**src/rtl/ms_stopwatch_if.sv**
```systemverilog
// Button/tick inputs and BCD display outputs of the millisecond stopwatch.
// The master drives the pulses and the slave (the stopwatch) drives the display.
interface ms_stopwatch_if;
  logic        tick_ms;
  logic        start_stop;
  logic        clear;
  logic        lap;
  logic [11:0] ms_bcd;
  logic [7:0]  sec_bcd;
  logic [7:0]  min_bcd;
  logic        running;
  logic        ovf;

  modport master (
    output tick_ms, start_stop, clear, lap,
    input  ms_bcd, sec_bcd, min_bcd, running, ovf
  );

  modport slave (
    input  tick_ms, start_stop, clear, lap,
    output ms_bcd, sec_bcd, min_bcd, running, ovf
  );
endinterface

```
**src/rtl/ms_stopwatch.sv**
```systemverilog
// BCD MM:SS.mmm stopwatch counting 1 ms tick pulses, saturating at MAX_MIN:59.999.
// Optional display lap hold is enabled by defining LAP_HOLD_EN.
module ms_stopwatch #(
  parameter int unsigned MAX_MIN = 99
) (
  input  logic           clk,
  input  logic           reset,
  ms_stopwatch_if.slave  bus
);

  localparam int unsigned NDIG = 7;

  typedef enum logic [1:0] {IDLE, RUN, PAUSE} state_t;
  // Digit 0 is ms units, digit 6 is minutes tens.
  typedef logic [NDIG-1:0][3:0] digits_t;

  localparam logic [3:0] MAX_MT = 4'(MAX_MIN / 10);
  localparam logic [3:0] MAX_MU = 4'(MAX_MIN % 10);
  localparam digits_t    LIMIT  = {4'd9, 4'd9, 4'd5, 4'd9, 4'd9, 4'd9, 4'd9};
  localparam digits_t    SAT    = {MAX_MT, MAX_MU, 4'd5, 4'd9, 4'd9, 4'd9, 4'd9};

  state_t  state_q, state_d;
  digits_t cnt_q, cnt_d;
  digits_t disp_q, disp_d;
  logic    running_q, running_d;
  logic    ovf_q, ovf_d;
  digits_t inc;
  logic    carry;
  logic    tick_ok;
  logic    at_sat;

`ifdef LAP_HOLD_EN
  logic    hold_q, hold_d;
`else
  logic    unused_lap;
  assign unused_lap = bus.lap;
`endif

  // Next state, cascaded BCD increment and display hold.
  always_comb begin
    state_d   = state_q;
    cnt_d     = cnt_q;
    ovf_d     = ovf_q;
    inc       = cnt_q;
    carry     = 1'b1;
    tick_ok   = bus.tick_ms && (state_q == RUN);
    at_sat    = (cnt_q == SAT);

    for (int i = 0; i < NDIG; i++) begin
      if (carry) begin
        if (inc[i] == LIMIT[i]) begin
          inc[i] = 4'd0;
        end else begin
          inc[i] = inc[i] + 4'd1;
          carry  = 1'b0;
        end
      end
    end

    if (bus.clear) begin
      state_d = IDLE;
      cnt_d   = '0;
      ovf_d   = 1'b0;
    end else begin
      if (tick_ok) begin
        if (at_sat) ovf_d = 1'b1;
        else        cnt_d = inc;
      end
      unique case (state_q)
        IDLE:    if (bus.start_stop) state_d = RUN;
        RUN:     if (bus.start_stop || (tick_ok && at_sat)) state_d = PAUSE;
        PAUSE:   if (bus.start_stop && !ovf_q) state_d = RUN;
        default: state_d = IDLE;
      endcase
    end

    running_d = (state_d == RUN);

`ifdef LAP_HOLD_EN
    hold_d = hold_q;
    if (bus.clear)                          hold_d = 1'b0;
    else if (bus.lap && (state_q != IDLE))  hold_d = !hold_q;
    // While held the display keeps the value it showed when the hold began.
    disp_d = hold_d ? disp_q : cnt_d;
`else
    disp_d = cnt_d;
`endif
  end

  always_ff @(posedge clk) begin
    if (!reset) begin
      state_q   <= IDLE;
      cnt_q     <= '0;
      disp_q    <= '0;
      running_q <= 1'b0;
      ovf_q     <= 1'b0;
`ifdef LAP_HOLD_EN
      hold_q    <= 1'b0;
`endif
    end else begin
      state_q   <= state_d;
      cnt_q     <= cnt_d;
      disp_q    <= disp_d;
      running_q <= running_d;
      ovf_q     <= ovf_d;
`ifdef LAP_HOLD_EN
      hold_q    <= hold_d;
`endif
    end
  end

  assign bus.ms_bcd  = disp_q[2:0];
  assign bus.sec_bcd = disp_q[4:3];
  assign bus.min_bcd = disp_q[6:5];
  assign bus.running = running_q;
  assign bus.ovf     = ovf_q;

endmodule

```
**src/flat_wrapper.sv**
```systemverilog
// flat-port wrapper written by rule: the top's interface ports become plain ports
module ms_stopwatch_flat 
#(
  parameter int unsigned MAX_MIN = 99
)
  (clk, reset, bus_tick_ms, bus_start_stop, bus_clear, bus_lap, bus_ms_bcd, bus_sec_bcd, bus_min_bcd, bus_running, bus_ovf);
  ms_stopwatch_if bus_i ();
  input  logic clk;
  input  logic reset;
  input wire logic [$bits(bus_i.tick_ms)-1:0] bus_tick_ms;
  input wire logic [$bits(bus_i.start_stop)-1:0] bus_start_stop;
  input wire logic [$bits(bus_i.clear)-1:0] bus_clear;
  input wire logic [$bits(bus_i.lap)-1:0] bus_lap;
  output wire logic [$bits(bus_i.ms_bcd)-1:0] bus_ms_bcd;
  output wire logic [$bits(bus_i.sec_bcd)-1:0] bus_sec_bcd;
  output wire logic [$bits(bus_i.min_bcd)-1:0] bus_min_bcd;
  output wire logic [$bits(bus_i.running)-1:0] bus_running;
  output wire logic [$bits(bus_i.ovf)-1:0] bus_ovf;
  assign bus_i.tick_ms = bus_tick_ms;
  assign bus_i.start_stop = bus_start_stop;
  assign bus_i.clear = bus_clear;
  assign bus_i.lap = bus_lap;
  assign bus_ms_bcd = bus_i.ms_bcd;
  assign bus_sec_bcd = bus_i.sec_bcd;
  assign bus_min_bcd = bus_i.min_bcd;
  assign bus_running = bus_i.running;
  assign bus_ovf = bus_i.ovf;
  ms_stopwatch #(.MAX_MIN(MAX_MIN)) u_core (.clk(clk), .reset(reset), .bus(bus_i));
endmodule
```
**config.mk**
```make
export PLATFORM = sky130hd
export DESIGN_NAME = ms_stopwatch_flat
export DESIGN_NICKNAME = d
export VERILOG_FILES = /design/src/rtl/ms_stopwatch_if.sv /design/src/rtl/ms_stopwatch.sv /design/src/flat_wrapper.sv
export SDC_FILE = /design/constraint.sdc
export NUM_CORES = 1
export LEC_CHECK = 0
export CAP_MARGIN = 20
export CELL_PAD_IN_SITES_DETAIL_PLACEMENT = 1
export CELL_PAD_IN_SITES_GLOBAL_PLACEMENT = 1
export CORE_ASPECT_RATIO = 1.2
export CORE_MARGIN = 3
export CORE_UTILIZATION = 33
export DETAILED_ROUTE_END_ITERATION = 8
export PLACE_DENSITY_LB_ADDON = 0.08
export SYNTH_ARGS = -nofsm -noshare
export SYNTH_HDL_FRONTEND = slang
export SYNTH_SLANG_ARGS = --single-unit
```
**constraint.sdc**
```tcl
create_clock -name clk -period 2.1 [get_ports clk]
set_input_delay 0.42 -clock clk [delete_from_list [all_inputs] [get_ports clk]]
set_output_delay 0.42 -clock clk [all_outputs]
set_load 0.05 [all_outputs]
```
==> results.ini, run 1 <==
[detailed_routing]
drtIter0Drc = 51
drt-total-wl_mm = 5.39
drt_pass1_iterations = 4
dr_total_vias = 1824
ant_nets = 0
vias_per_cell = 5.60
routedWlPerCell_um = 16.5
drc = 0

[placed_design]
place.gp.congestion = 0.772
hpwl_mm = 3.89
numPortBuffers = 34
dp.cells = 315

[floorplan]
initial_core_util_pct = 34.5
core_region_area_um2 = 4970
die_w_um = 71.8
die_h_um = 85.0
num_rows = 28
die-area_um2 = 6100
io_pins = 36

[global_routing]
first_global_vias = 1824
grt.total_usage_pct = 18.4
grt_max_degree = 30
grt.overflow.total = 0
grt_pass1_wl_mm = 9.00
antenna_found_initial = 0

[pwr]
vdd_ir_drop_max_v = 0.000336
p_per_area_nw_per_um2 = 485
p_leak_nw = 0.810

[cells_and_area]
final_cells = 326
final_common_cell = clkdlybuf4s50_1
area_delta_synth_final_pct = 44.9
final_cell_mix = 33 x clkdlybuf4s50_1, 25 x buf_4, 22 x a21oi_1
final_nets = 271
drive_gt1_share_pct = 22.9
fin_util_pct = 49.9
n_antenna_cell = 0

[synth]
synth_warnings = 0
syn-num-nets = 212
synth_area_per_cell_um2 = 8.33
yosys.cell_types.count = 44
ys_ff_latch = 32
ys_seq_area_share_pct = 37.3
yosys.area_share.simple_pct = 33.8
synth_compound_area_share_pct = 19.6
synth_top_area_share_pct = 37.3
synth_top_family_by_area = simple AND/OR/NAND/NOR gates
synth_top_area_cell = dfxtp_1
synth_edf_count = 0
syn_inst = 206
syn-cell-area_um2 = 1720
synth_ff_type = dfxtp_1
synth_fa_ha_area_share_pct = 0
synthArstFlopShare_pct = 0
synthTopCellsByArea = dfxtp_1 37%, a21oi_1 6.4%, nand2_1 3.3%, or4_1 3.1%, nor2_1 2.8%
synthXorXnorAreaFrac_pct = 2.55
synth_mux_area_share_pct = 1.17

[sta]
skew_ns = 0.00798
setup_ws_ns = -0.0283
drv_slew = 0
period_needed_ns = 2.13
period_share_pct = 101
setup_viol = 2
hold_viol_final = 0
grt_setup_unrepaired = yes
tightest_slew_ns = 0.515
max_slew_margin_pct = 65.6
max_freq_mhz = 470

[cts]
htree_levels = 2
clock_latency_ns = 0.29
cts_tree = done
clockRootBuffer = clkbuf_8
clkTransAtPathRegs_ns = 0.07
clock-sinks = 32
cts_made_buffers = 5
ctsLongestPathBuffers = 2

[critical_path]
critical_path.max_fanout = 6
r2r_start = u_core.bus.ms_bcd[1]
crit_path_end_kind = flop
startpoint_type = flop
path_class = reg -> reg
arrival_ns = 2.31
startpoint = u_core.bus.ms_bcd[1]
worstPathRequired_ns = 2.28

[job]
max_cap_viol_count = 0

[outcome]
violations = negative setup slack
status = finished with violations

[worst_hold_path]
hold_class = reg -> reg
hp-start = u_core.bus.ms_bcd[4]

==> final timing paths <==
path | end | slack (ns) | cells past startpoint
hold reg to reg | u_core.bus.ms_bcd[4] | 0.52 | 2
hold / removal | u_core.bus.ms_bcd[4] | 0.52 | 2
setup / recovery | u_core.bus.sec_bcd[0] | -0.03 | 6
setup reg to reg | u_core.bus.sec_bcd[0] | -0.03 | 6
==> layout make-up <==
class	instances	area, um^2
Fill cell	596	2490
Multi-Input combinational cell	154	1030
Sequential cell	32	672
Timing Repair Buffer	61	562
Clock buffer	7	97.6
Tap cell	60	75.1
Inverter	11	41.3
Clock inverter	1	5.00
==> report_power, final <==
part           internal [W]  switching [W]
Clock              0.000304       0.000241
Combinational     0.0000237      0.0000313
Sequential         0.000602     0.00000195
==> metrics by stage <==
step                      setup WS [ns]  hold WS, ns  power, W  cell area, um^2  TNS [ns]
after floorplan                  -0.117        0.520  0.000646             1770     -1.17
after global placement          -0.0434        0.483  0.000670             2320    -0.102
after detailed placement         -0.132        0.514  0.000671             2320    -0.454
after CTS                      -0.00215        0.523   0.00122             2440  -0.00215
after global routing            -0.0926        0.547   0.00125             2480    -0.777
final                           -0.0283        0.519   0.00120             2480   -0.0317
==> logic make-up (layout without fill, tap and decap cells) <==
| family | count (synthesis) | in the layout |
|---|---|---|
| flip-flops | 32 | 32 |
| buffers and inverters | 20 | 80 |
| multiplexers | 2 | 2 |
| XOR/XNOR | 5 | 5 |
| AND/OR/NAND/NOR | 93 | 93 |
| AO/OA/AOI/OAI | 54 | 54 |
==> worst max-delay path: stages (launching register included) <==
cell and delay (ns):
dfxtp_4 0.34, or3b_4 0.43, or4_4 0.59, o31ai_4 0.26, buf_4 0.19, nor4_1 0.05
o21a_1 0.17
==> sequential cells by signal (all words and copies together) (netlist names) <==
register            cells
u_core.bus.ms_bcd      12
u_core.bus.sec_bcd      8
u_core.cnt_q            8
u_core.state_q          2
u_core.bus.ovf          1
u_core.bus.running      1
==> Yosys cell counts, types with 6 or more instances <==
library cell and instances:
nor2b_1 7, nor2_1 13, or4_1 7, inv_1 11, clkbuf_1 6, nand3_1 7, nand2_1 15, a21oi_1 22
dfxtp_1 32, o21ai_0 9
==> metal layers <==
metal,GRT usage (%),vias up,wire length [um]
li1,-,885,-
met2,34.4,29,3030
met4,4.62,0,59
met1,21.3,904,2170
met3,3.20,6,132
met5,0,-,0
==> timing repair <==
item                                    4_1_cts  5_1_grt
setup buffers                                 0        2
endpoints found under the hold margin         0        0
gates cloned                                  0        1
gates resized for setup                       4        8
endpoints found under the setup margin        7       21
hold buffers                                  0        0
pin swaps                                     0        1
No activity file was read; power rests on OpenSTA's default activity.
==> run 2, diff against run 1 <==
--- a/config.mk
+++ b/config.mk
@@ -11,7 +11,9 @@
 export CORE_ASPECT_RATIO = 1.2
 export CORE_MARGIN = 3
 export CORE_UTILIZATION = 33
+export CTS_CLUSTER_DIAMETER = 30
 export DETAILED_ROUTE_END_ITERATION = 8
+export GPL_ROUTABILITY_DRIVEN = 0
 export PLACE_DENSITY_LB_ADDON = 0.08
 export SYNTH_ARGS = -nofsm -noshare
 export SYNTH_HDL_FRONTEND = slang
==> results of run 2 <==
The final DEF is identical to that of run 1; final timing and power are the same.
